**src/rtl/sort_n_value_pipe.sv**
```systemverilog
// Fully pipelined odd-even transposition sorter: NUM_IN registered layers, stable, per-vector direction.
// Optional source-index tracking (out_idx) is enabled by defining SORT_N_IDX_TRACK_EN.
module sort_n_value_pipe #(
   parameter int DAT_WDTH = 8,
   parameter int NUM_IN   = 5,
   parameter int IDX_WDTH = $clog2(NUM_IN)
) (
   input  logic                         clk,
   input  logic                         rst_n,
   input  logic                         sw_rst_n,
   input  logic                         in_valid,
   output logic                         in_ready,
   input  logic                         in_desc,
   input  logic [NUM_IN*DAT_WDTH-1:0]   in_data,
   output logic                         out_valid,
   input  logic                         out_ready,
   output logic [NUM_IN*DAT_WDTH-1:0]   out_data,
   output logic [DAT_WDTH-1:0]          out_median
`ifdef SORT_N_IDX_TRACK_EN
   ,
   output logic [NUM_IN*IDX_WDTH-1:0]   out_idx
`endif
);

   typedef logic [DAT_WDTH-1:0] dat_t;

   // Index [stage][slot]; src_* is what feeds layer s, dat_d its compare-exchange result.
   dat_t              src_dat [NUM_IN][NUM_IN];
   dat_t              dat_d   [NUM_IN][NUM_IN];
   dat_t              dat_q   [NUM_IN][NUM_IN];
   logic [NUM_IN-1:0] valid_q;
   logic [NUM_IN-2:0] desc_q;
   logic [NUM_IN-1:0] desc_src;
   logic              adv;

`ifdef SORT_N_IDX_TRACK_EN
   typedef logic [IDX_WDTH-1:0] idx_t;
   idx_t              src_idx [NUM_IN][NUM_IN];
   idx_t              idx_d   [NUM_IN][NUM_IN];
   idx_t              idx_q   [NUM_IN][NUM_IN];
`endif

   // Whole pipeline advances or holds together; bubbles are never squeezed out.
   assign out_valid = valid_q[NUM_IN-1];
   assign adv       = ~out_valid | out_ready;
   assign in_ready  = adv;
   assign desc_src  = {desc_q, in_desc};

   for (genvar s = 0; s < NUM_IN; s++) begin : g_stage
      for (genvar k = 0; k < NUM_IN; k++) begin : g_slot
         if (s == 0) begin : g_in
            assign src_dat[s][k] = in_data[k*DAT_WDTH +: DAT_WDTH];
`ifdef SORT_N_IDX_TRACK_EN
            assign src_idx[s][k] = idx_t'(k);
`endif
         end else begin : g_pipe
            assign src_dat[s][k] = dat_q[s-1][k];
`ifdef SORT_N_IDX_TRACK_EN
            assign src_idx[s][k] = idx_q[s-1][k];
`endif
         end
      end
   end

   // NOTE: every combinational output gets a full default before any conditional update, so no latch is inferred.
   always_comb begin
      dat_d = src_dat;
`ifdef SORT_N_IDX_TRACK_EN
      idx_d = src_idx;
`endif
      for (int s = 0; s < NUM_IN; s++) begin
         // Strict compare only: equal samples never cross, which keeps the sort stable.
         for (int p = s % 2; p + 1 < NUM_IN; p += 2) begin
            if (desc_src[s] ? (src_dat[s][p] < src_dat[s][p+1])
                            : (src_dat[s][p] > src_dat[s][p+1])) begin
               dat_d[s][p]   = src_dat[s][p+1];
               dat_d[s][p+1] = src_dat[s][p];
`ifdef SORT_N_IDX_TRACK_EN
               idx_d[s][p]   = src_idx[s][p+1];
               idx_d[s][p+1] = src_idx[s][p];
`endif
            end
         end
      end
   end

   // NOTE: state is updated with non-blocking assignments only, so every stage samples pre-edge values.
   always_ff @(posedge clk or negedge rst_n) begin
      if (!rst_n) begin
         valid_q <= '0;
         desc_q  <= '0;
         // NOTE: payload arrays are reset too, so invalid stages never carry X into later compares.
         dat_q   <= '{default: '0};
`ifdef SORT_N_IDX_TRACK_EN
         idx_q   <= '{default: '0};
`endif
      end else if (!sw_rst_n) begin
         valid_q <= '0;
         desc_q  <= '0;
         dat_q   <= '{default: '0};
`ifdef SORT_N_IDX_TRACK_EN
         idx_q   <= '{default: '0};
`endif
      end else if (adv) begin
         valid_q <= {valid_q[NUM_IN-2:0], in_valid & in_ready};
         desc_q  <= desc_src[NUM_IN-2:0];
         dat_q   <= dat_d;
`ifdef SORT_N_IDX_TRACK_EN
         idx_q   <= idx_d;
`endif
      end
   end

   always_comb begin
      out_data = '0;
      for (int k = 0; k < NUM_IN; k++) begin
         out_data[k*DAT_WDTH +: DAT_WDTH] = dat_q[NUM_IN-1][k];
      end
   end

   assign out_median = dat_q[NUM_IN-1][NUM_IN/2];

`ifdef SORT_N_IDX_TRACK_EN
   always_comb begin
      out_idx = '0;
      for (int k = 0; k < NUM_IN; k++) begin
         out_idx[k*IDX_WDTH +: IDX_WDTH] = idx_q[NUM_IN-1][k];
      end
   end
`endif

endmodule
```
**config.mk**
```make
export PLATFORM = sky130hd
export DESIGN_NAME = sort_n_value_pipe
export DESIGN_NICKNAME = d
export VERILOG_FILES = /design/src/rtl/sort_n_value_pipe.sv
export SDC_FILE = /design/constraint.sdc
export NUM_CORES = 1
export LEC_CHECK = 0
export ABC_AREA = 1
export CORE_AREA = 2 2 146 148
export DETAILED_ROUTE_END_ITERATION = 8
export DIE_AREA = 0 0 148 150
export HOLD_SLACK_MARGIN = 0.1
export PLACE_DENSITY = 0.85
export SLEW_MARGIN = 20
export SYNTH_ARGS = -nofsm -noshare
export SYNTH_HDL_FRONTEND = slang
export SYNTH_SLANG_ARGS = --single-unit
```
**constraint.sdc**
```tcl
create_clock -name clk -period 3.8 [get_ports clk]
set_input_delay 1.14 -clock clk [delete_from_list [all_inputs] [get_ports clk]]
set_output_delay 1.14 -clock clk [all_outputs]
set_load 0.02 [all_outputs]
```
==> flow_metrics.env, run 1 <==
export IMPL_status="complete, no violations"
export IMPL_rows=53
export IMPL_fin_ws_ns=0.171
export IMPL_clock_path_buffers=3
export IMPL_p_per_area_nw_per_um2=681
export IMPL_power_share_switching_pct=41.1
export IMPL_grt_pass1_wl_um=47200
export IMPL_synthFlopType="dfrtp_1"
export IMPL_via_per_inst=5.36
export IMPL_synthCells=1709
export IMPL_grt_overflow_total=0
export IMPL_drt_iter0_drc=669
export IMPL_syn_area_um2=12900
export IMPL_fin_skew_ns=0.0145
export IMPL_p_clk_share_pct=23.6
export IMPL_final_nets=1841
export IMPL_hp_class="reg -> reg"
export IMPL_p_total_uw=9780
export IMPL_grt_usage_pct=25.5
export IMPL_multi_input_area_um2=6110
export IMPL_fillers=1697
export IMPL_fmax_ghz=0.276
export IMPL_coreArea_um2=20700
export IMPL_yosysUniqueCellTypes=28
export IMPL_clk_latency_ns=0.51
export IMPL_ys_warn_count=0
export IMPL_synth_nets=1835
export IMPL_r2r_setup_slack_ns=1.69
export IMPL_p_leak_uw=0.00788
export IMPL_synth_edff_count=0
export IMPL_ys_seq_area_share_pct=40.4
export IMPL_crit_type="in -> out"
export IMPL_cts_hold_buf=0
export IMPL_antenna_found_initial=0
export IMPL_die_w_um=148
export IMPL_post_cts_setup_buffers=0
export IMPL_layout_drive_gt1_share_pct=7.74
export IMPL_slew_viol_final=0
export IMPL_crit_arrival_ns=2.49
export IMPL_rsz0062_at_grt="no"
export IMPL_root_buffer="clkbuf_16"
export IMPL_syn_to_final_growth_pct=11.0
export IMPL_gr_max_usage_layer="met2"
export IMPL_cts_buffers=23
export IMPL_gp_congestion=0.871
export IMPL_regArea_um2=5230
export IMPL_end_kind="output port"
export IMPL_totalWireLength_um=27400
export IMPL_clock_sinks=209
export IMPL_layout_min_cycle_time_ns=3.63
export IMPL_dieArea_um2=22200
export IMPL_cap_violations=0
export IMPL_setup_violations=0
export IMPL_cp_start_kind="input port"
export IMPL_hold_violations=0
export IMPL_chipHeight_um=150
export IMPL_wl_per_cell_um=13.7
export IMPL_crit_path_max_fanout=3
export IMPL_met2_usage_pct=43.6
export IMPL_synth_area_per_cell_um2=7.57
export IMPL_n_antenna_cell=0
export IMPL_p_seq_share_pct=30.9
export IMPL_grt_pass1_vias=10153
export IMPL_finalSetupTns_ns=0
export IMPL_ios=96
export IMPL_grt_max_degree=121
export IMPL_maxSlewHeadroom_pct=48.7
export IMPL_ant_nets=0
export IMPL_switching_power_uw=4020
export IMPL_dp_slack_ns=0.166
export IMPL_max_vdd_ir_drop_mv=0.369
export IMPL_drc=0
export IMPL_final_cell_mix="nand2_1 (580), nand3_1 (320), dfrtp_1 (209), inv_1 (207), clkdlybuf4s50_1 (94)"
export IMPL_place_hpwl_um=19600
export IMPL_internal_power_uw=5760
export IMPL_path_clk_slew_ns=0.06
export IMPL_ys_async_sr_fraction_pct=100
export IMPL_cts_resized=0
export IMPL_vias=10753
export IMPL_fin_crit_sh_pct=95.5
export IMPL_cp_data_required_time_ns=2.66
export IMPL_cts_max_level=1
export IMPL_dr_pass1_iters=5
export IMPL_final_common_cell="nand2_1"
export IMPL_comb_power_share_pct=45.5
export IMPL_ys_seq_elements=209
export IMPL_io_buffers=95
export IMPL_grt_use_met3_pct=2.47
export IMPL_tightestPinTransition_ns=0.770
export IMPL_cts_tree="yes"
export IMPL_met1_usage_pct=34.2
export IMPL_start_util_pct=62.5
[synth_stat cells, types with 8 or more instances]
cell type	instances	share of area (%)
nand2_4	19	1.7
dfrtp_1	209	40
buf_2	42	1.6
nand2_2	39	1.9
o21ai_1	10	0.39
nor2_4	8	0.70
a22o_1	8	0.54
a21o_1	10	0.58
ha_1	80	7.7
nand2_1	580	17
o21ai_0	23	0.89
inv_1	207	6.0
buf_4	59	3.4
clkbuf_1	8	0.23
nand3_1	320	12
a21oi_1	24	0.93
nor2_1	19	0.55
[path summary, 6_finish.rpt]
kind / from / endpoint / cells past startpoint
setup / recovery: out_ready / in_ready / 4
hold / removal: out_data[29] / out_data[29] / 2
setup reg to reg: dat_q[87] / dat_d[7] / 9
hold reg to reg: out_data[29] / out_data[29] / 2
max in group asynchronous: rst_n / dat_q[61] / 2
min in group asynchronous: rst_n / dat_q[87] / 1
[cells by family after synthesis]
logic type               share of synthesized area, %
AO/OA/AOI/OAI                                    3.73
buffers and inverters                            12.4
flip-flops                                       40.4
AND/OR/NAND/NOR                                  35.7
adder cells (fa/ha/maj)                          7.74
[registers in the layout, summed over array words and instances (netlist names)]
name and cells:
desc_q 4, dat_q 128, out_median 8, out_data 32
valid_q 5, dat_d 32
[power by group through the flow]
stage / Clock, uW / Combinational, uW / Sequential, uW
floorplan: 0 / 3840 / 2940
global placement: 0 / 4210 / 3030
detailed placement: 0 / 4400 / 3050
CTS: 2340 / 4440 / 3020
global route: 2450 / 5100 / 3070
finish: 2310 / 4450 / 3020
[critical path, stage by stage]
cell and delay, ns:
clkdlybuf4s50_1 0.40, nor2_1 0.28, inv_2 0.11, clkdlybuf4s50_1 0.56
[through the flow]
stage / utilization (%) / area (um2) / hold slack (ns) / cells
floorplan: - / 12900 / 0.449 / 1709
global placement: 65.5 / 13600 / 0.464 / 1965
detailed placement: 65.5 / 13600 / 0.465 / 1965
CTS: 69.4 / 14400 / 0.481 / 2007
global route: 69.4 / 14400 / 0.501 / 2007
finish: 69.4 / 14400 / 0.478 / 2007
[cell type report]
type | instances | share of cell area, %
Clock buffer | 30 | 4.54
Clock inverter | 12 | 1.05
Inverter | 209 | 5.46
Multi-Input combinational cell | 1169 | 42.5
Sequential cell | 209 | 36.4
Tap cell | 275 | 2.40
Timing Repair Buffer | 103 | 7.59
[per-layer routing]
metal | vias to the layer above | routed length [um] | part of all wire, %
met5 | - | 0 | 0
met4 | 0 | 835 | 3.0
met3 | 55 | 1170 | 4.3
met2 | 275 | 13300 | 49
met1 | 5027 | 12100 | 44
li1 | 5396 | - | -
No activity file was read; power rests on OpenSTA's default activity.
==> run 2, diff against run 1 <==
--- a/config.mk
+++ b/config.mk
@@ -11,6 +11,7 @@
 export DIE_AREA = 0 0 148 150
 export HOLD_SLACK_MARGIN = 0.1
 export PLACE_DENSITY = 0.85
+export RECOVER_POWER = 100
 export SLEW_MARGIN = 20
 export SYNTH_ARGS = -nofsm -noshare
 export SYNTH_HDL_FRONTEND = slang
==> run 2 against run 1 <==
Net effect:
- the run now ends with capacitance limit, slew limit left
- die area stayed put
- via count rose by 0.29%
- clock power barely moved
- clock skew is 0.0020 ns lower
- hold slack worse by 0.0052 ns
- critical path depth unchanged
- sequential cell count is the same
- combinational power down 1%
- design area decreased by 0.50%
- first-iteration DRC count down 13%
- final cell count is the same
- core utilization down 0.34 points
==> flow_metrics.env, run 2 (synthesized netlist as in run 1, its figures left out) <==
export IMPL_status="complete, but fails checks"
export IMPL_violations="capacitance limit, slew limit"
export IMPL_maxSlewHeadroom_pct=-53.7
export IMPL_clock_sinks=209
export IMPL_drt_iter0_drc=583
export IMPL_fin_skew_ns=0.0125
export IMPL_fin_cells=2007
export IMPL_setup_violations=0
export IMPL_totalWireLength_um=27500
export IMPL_coreArea_um2=20700
export IMPL_p_per_area_nw_per_um2=680
export IMPL_io_buffers=95
export IMPL_clk_latency_ns=0.51
export IMPL_dpl_cell_count=1965
export IMPL_rsz0062_at_grt="no"
export IMPL_layout_drive_gt1_share_pct=7.39
export IMPL_max_vdd_ir_drop_mv=0.368
export IMPL_grt_pass1_vias=10153
export IMPL_place_hpwl_um=19600
export IMPL_syn_to_final_growth_pct=10.4
export IMPL_final_nets=1841
export IMPL_antenna_found_initial=0
export IMPL_largest_register="dat_q"
export IMPL_hold_violations=0
export IMPL_slowest_stage="dlygate4sd3_1"
export IMPL_final_common_cell="nand2_1"
export IMPL_dp_slack_ns=0.166
export IMPL_cp_start_kind="input port"
export IMPL_start_util_pct=62.5
export IMPL_cts_hold_buf=0
export IMPL_finalSetupTns_ns=0
export IMPL_cts_buffers=23
export IMPL_whs_ns=0.473
export IMPL_dr_pass1_iters=5
export IMPL_grt_usage_pct=25.5
export IMPL_cap_violations=2
export IMPL_dieArea_um2=22200
export IMPL_grt_max_degree=121
export IMPL_cp_data_required_time_ns=2.66
export IMPL_vias=10784
export IMPL_p_leak_uw=0.00798
export IMPL_post_cts_setup_buffers=0
export IMPL_n_antenna_cell=0
export IMPL_grt_overflow_total=0
export IMPL_cts_tree="yes"
export IMPL_layout_min_cycle_time_ns=3.59
export IMPL_max_stage_delay_ns=0.66
export IMPL_cts_max_level=1
export IMPL_fin_crit_sh_pct=94.5
export IMPL_drc=0
export IMPL_grt_pass1_wl_um=47200
export IMPL_end_kind="output port"
export IMPL_wl_per_cell_um=13.7
export IMPL_final_cell_mix="nand2_1 (580), nand3_1 (320), inv_1 (209), dfrtp_1 (209), ha_1 (80)"
export IMPL_fmax_ghz=0.278
export IMPL_root_buffer="clkbuf_16"
export IMPL_tightestPinTransition_ns=2.30
export IMPL_crit_arrival_ns=2.45
export IMPL_slew_viol_final=174
export IMPL_p_total_uw=9720
export IMPL_critical_path_cell_chain="clkdlybuf4s50_1, nor2_1, inv_1, dlygate4sd3_1"
export IMPL_fin_ws_ns=0.208
export IMPL_die_w_um=148
export IMPL_hp_class="reg -> reg"
export IMPL_path_clk_slew_ns=0.06
export IMPL_crit_path_max_fanout=3
export IMPL_crit_type="in -> out"
export IMPL_rows=53
export IMPL_clock_path_buffers=3
export IMPL_ant_nets=0
export IMPL_chipHeight_um=150
export IMPL_largest_reg_flops=128
export IMPL_cts_resized=0
export IMPL_gp_congestion=0.871
export IMPL_ios=96
export IMPL_via_per_inst=5.37
-- run 2: cell type report --
class	count	area [um2]
Fill cell	1712	6400
Multi-Input combinational cell	1169	6100
Sequential cell	209	5230
Timing Repair Buffer	103	1030
Inverter	209	785
Clock buffer	30	652
Tap cell	275	344
Clock inverter	12	151
-- run 2: critical path, delay by kind of cell --
kind,cells,cell delay (ns)
buf+inv,3,1.15
simple gates,1,0.16
-- run 2: worst paths after layout --
check	startpoint	endpoint	slack, ns	depth (start not counted)
worst min-delay path	out_data[24]	out_data[24]	0.47	2
worst min register to register	out_data[24]	out_data[24]	0.47	2
min in group asynchronous	rst_n	dat_q[87]	1.29	1
worst max-delay path	out_ready	in_ready	0.21	4
max in group asynchronous	rst_n	dat_q[188]	0.72	2
worst max register to register	valid_q[4]	dat_q[167]	1.11	6
-- run 2: power breakdown --
| part | internal [uW] | switching (uW) | total [uW] |
|---|---|---|---|
| Combinational | 1580 | 2810 | 4390 |
| Sequential | 2700 | 311 | 3010 |
| Clock | 1420 | 892 | 2310 |
-- run 2: layer usage --
| metal | vias to the layer above | global-route usage (%) | wire [um] |
|---|---|---|---|
| met1 | 5029 | 34.2 | 12100 |
| met3 | 54 | 2.47 | 1230 |
| met5 | - | 0 | 0 |
| li1 | 5401 | - | - |
| met4 | 0 | 8.43 | 808 |
| met2 | 300 | 43.6 | 13300 |
-- run 2: stage by stage --
step	instance area, um2	utilization [%]
after floorplan	12900	-
after global placement	13600	65.5
after detailed placement	13600	65.5
after CTS	14400	69.4
after global routing	14300	69.1
final	14300	69.1
==> run 3, diff against run 2 <==
--- a/config.mk
+++ b/config.mk
@@ -10,7 +10,7 @@
 export DETAILED_ROUTE_END_ITERATION = 8
 export DIE_AREA = 0 0 148 150
 export HOLD_SLACK_MARGIN = 0.1
-export PLACE_DENSITY = 0.85
+export PLACE_DENSITY = 0.88
 export RECOVER_POWER = 100
 export SLEW_MARGIN = 20
 export SYNTH_ARGS = -nofsm -noshare
==> run 3 against run 2 <==
Net effect:
- the flow still finishes with violations (capacitance limit, slew limit)
- register-to-register slack is essentially flat
- clock skew is essentially flat
- global-route usage is essentially flat
- final cell count shrank 0.20%
- die area is the same
- core utilization shrank 0.11 points
- largest cell class unchanged
- largest power group unchanged
- highest routed layer unchanged
==> flow_metrics.env, run 3 (synthesized netlist as in run 1, its figures left out) <==
export IMPL_power_share_switching_pct=41.6
export IMPL_drt_iter0_drc=702
export IMPL_max_vdd_ir_drop_mv=0.357
export IMPL_slowest_stage="clkdlybuf4s50_1"
export IMPL_fin_skew_ns=0.0124
export IMPL_slew_viol_final=299
export IMPL_end_kind="output port"
export IMPL_dieArea_um2=22200
export IMPL_drc=0
export IMPL_final_nets=1839
export IMPL_crit_buf_inv=3
export IMPL_clock_sinks=209
export IMPL_place_hpwl_um=19000
export IMPL_clk_latency_ns=0.50
export IMPL_clock_path_buffers=3
export IMPL_violations="capacitance limit, slew limit"
export IMPL_p_clk_share_pct=22.9
export IMPL_cts_buffers=23
export IMPL_final_common_cell="nand2_1"
export IMPL_ant_nets=0
export IMPL_largest_reg_flops=128
export IMPL_dr_pass1_iters=5
export IMPL_totalWireLength_um=27400
export IMPL_grt_overflow_total=0
export IMPL_cts_hold_buf=0
export IMPL_r2r_setup_slack_ns=1.10
export IMPL_hp_class="reg -> reg"
export IMPL_rsz0062_at_grt="no"
export IMPL_cts_max_level=1
export IMPL_die_w_um=148
export IMPL_switching_power_uw=4020
export IMPL_layout_min_cycle_time_ns=3.64
export IMPL_finalSetupTns_ns=0
export IMPL_via_per_inst=5.38
export IMPL_min_to="out_data[5]"
export IMPL_cts_tree="yes"
export IMPL_hold_violations=0
export IMPL_antenna_found_initial=0
export IMPL_final_cell_mix="nand2_1 (580), nand3_1 (320), dfrtp_1 (209), inv_1 (208), ha_1 (80)"
export IMPL_fin_crit_sh_pct=95.8
export IMPL_max_stage_delay_ns=0.56
export IMPL_vias=10768
export IMPL_rr_worst_depth=6
export IMPL_timing_rr_start="valid_q[4]"
export IMPL_post_cts_setup_buffers=0
export IMPL_rows=53
export IMPL_maxSlewHeadroom_pct=-56.2
export IMPL_grt_max_degree=121
export IMPL_setup_violations=0
export IMPL_crit_cells=4
export IMPL_p_seq_share_pct=31.2
export IMPL_n_antenna_cell=0
export IMPL_cts_resized=0
export IMPL_cp_top_family="buffers and inverters"
export IMPL_fin_cells=2003
export IMPL_largest_register="dat_q"
export IMPL_coreArea_um2=20700
export IMPL_syn_to_final_growth_pct=10.3
export IMPL_rr_endpoint="valid_q[1]"
export IMPL_layout_drive_gt1_share_pct=7.29
export IMPL_crit_arrival_ns=2.50
export IMPL_cap_violations=3
export IMPL_grt_pass1_vias=10084
export IMPL_comb_power_share_pct=45.9
export IMPL_cp_data_required_time_ns=2.66
export IMPL_io_buffers=95
export IMPL_dpl_cell_count=1963
export IMPL_p_per_area_nw_per_um2=678
export IMPL_root_buffer="clkbuf_16"
export IMPL_grt_usage_pct=25.4
export IMPL_grt_pass1_wl_um=47200
export IMPL_wl_per_cell_um=13.7
export IMPL_start_util_pct=62.5
export IMPL_status="complete, but fails checks"
export IMPL_critical_path_cell_chain="clkdlybuf4s50_1, nor2_1, inv_1, clkdlybuf4s50_1"
export IMPL_internal_power_uw=5650
export IMPL_chipHeight_um=150
export IMPL_ios=96
export IMPL_crit_type="in -> out"
export IMPL_hp_start="out_data[5]"
export IMPL_p_leak_uw=0.00796
export IMPL_tightestPinTransition_ns=2.34
export IMPL_path_common_cell="clkdlybuf4s50_1"
export IMPL_gp_congestion=0.879
export IMPL_crit_path_max_fanout=3
export IMPL_fmax_ghz=0.275
export IMPL_cp_start_kind="input port"
export IMPL_path_clk_slew_ns=0.06
export IMPL_whs_path_depth=2
## run 3: changes by cell type in the layout (fill, tap and decap cells not counted), sizes merged
cell,change
dlygate4sd3,-2
buf,+2
clkinvlp,+1
clkinv,-4
inv,-2
clkdlybuf4s50,+2
bufinv,-1
## run 3: area by class of cell
class | count | area, um2
clock buffers | 34 | 677
clock inverters | 6 | 85.1
fillers | 1679 | 6420
inverters | 209 | 785
multi-input cells | 1169 | 6110
flip-flops and latches | 209 | 5230
well taps | 275 | 344
repair buffers | 101 | 1040
## run 3: worst max-delay path by stage
stage | startpoint | end | slack [ns]
after floorplan | out_ready | in_ready | 1.28
after global placement | out_ready | in_ready | 0.22
after detailed placement | out_ready | in_ready | 0.18
after CTS | out_ready | in_ready | 0.17
after global routing | out_ready | in_ready | 0.09
final | out_ready | in_ready | 0.16
## run 3: worst register-to-register path, cell delays in order, from the launching register on
cell and delay [ns]:
dfrtp_1 0.37, inv_1 0.05, nor2_1 0.06, nor2_4 0.09
clkbuf_2 1.12, inv_1 0.58, o22ai_1 0.33
## run 3: per-layer routing
layer / vias to the layer above / global-route usage [%] / part of all wire, %
li1: 5394 / - / -
met3: 67 / 2.68 / 4.4
met4: 0 / 10.3 / 4.1
met5: - / 0 / 0
met2: 336 / 42.7 / 48
met1: 4971 / 34.0 / 44
## run 3: power by group through the flow
stage	Sequential [uW]	Combinational (uW)	Clock, uW
after global routing	3070	5070	2360
after floorplan	2940	3840	0
after detailed placement	3060	4410	0
after global placement	3030	4200	0
final	3020	4440	2210
after CTS	3020	4460	2240
## run 3: metrics by stage
step	instance area [um2]	setup WS (ns)	utilization, %	hold WS (ns)	power (uW)
2_1_floorplan	12900	1.28	-	0.449	6780
3_3_place_gp	13500	0.223	65.5	0.463	7240
3_5_place_dp	13500	0.182	65.5	0.466	7470
4_1_cts	14300	0.174	69.1	0.479	9730
5_1_grt	14300	0.0878	69.0	0.488	10500
6_report	14300	0.159	69.0	0.473	9670
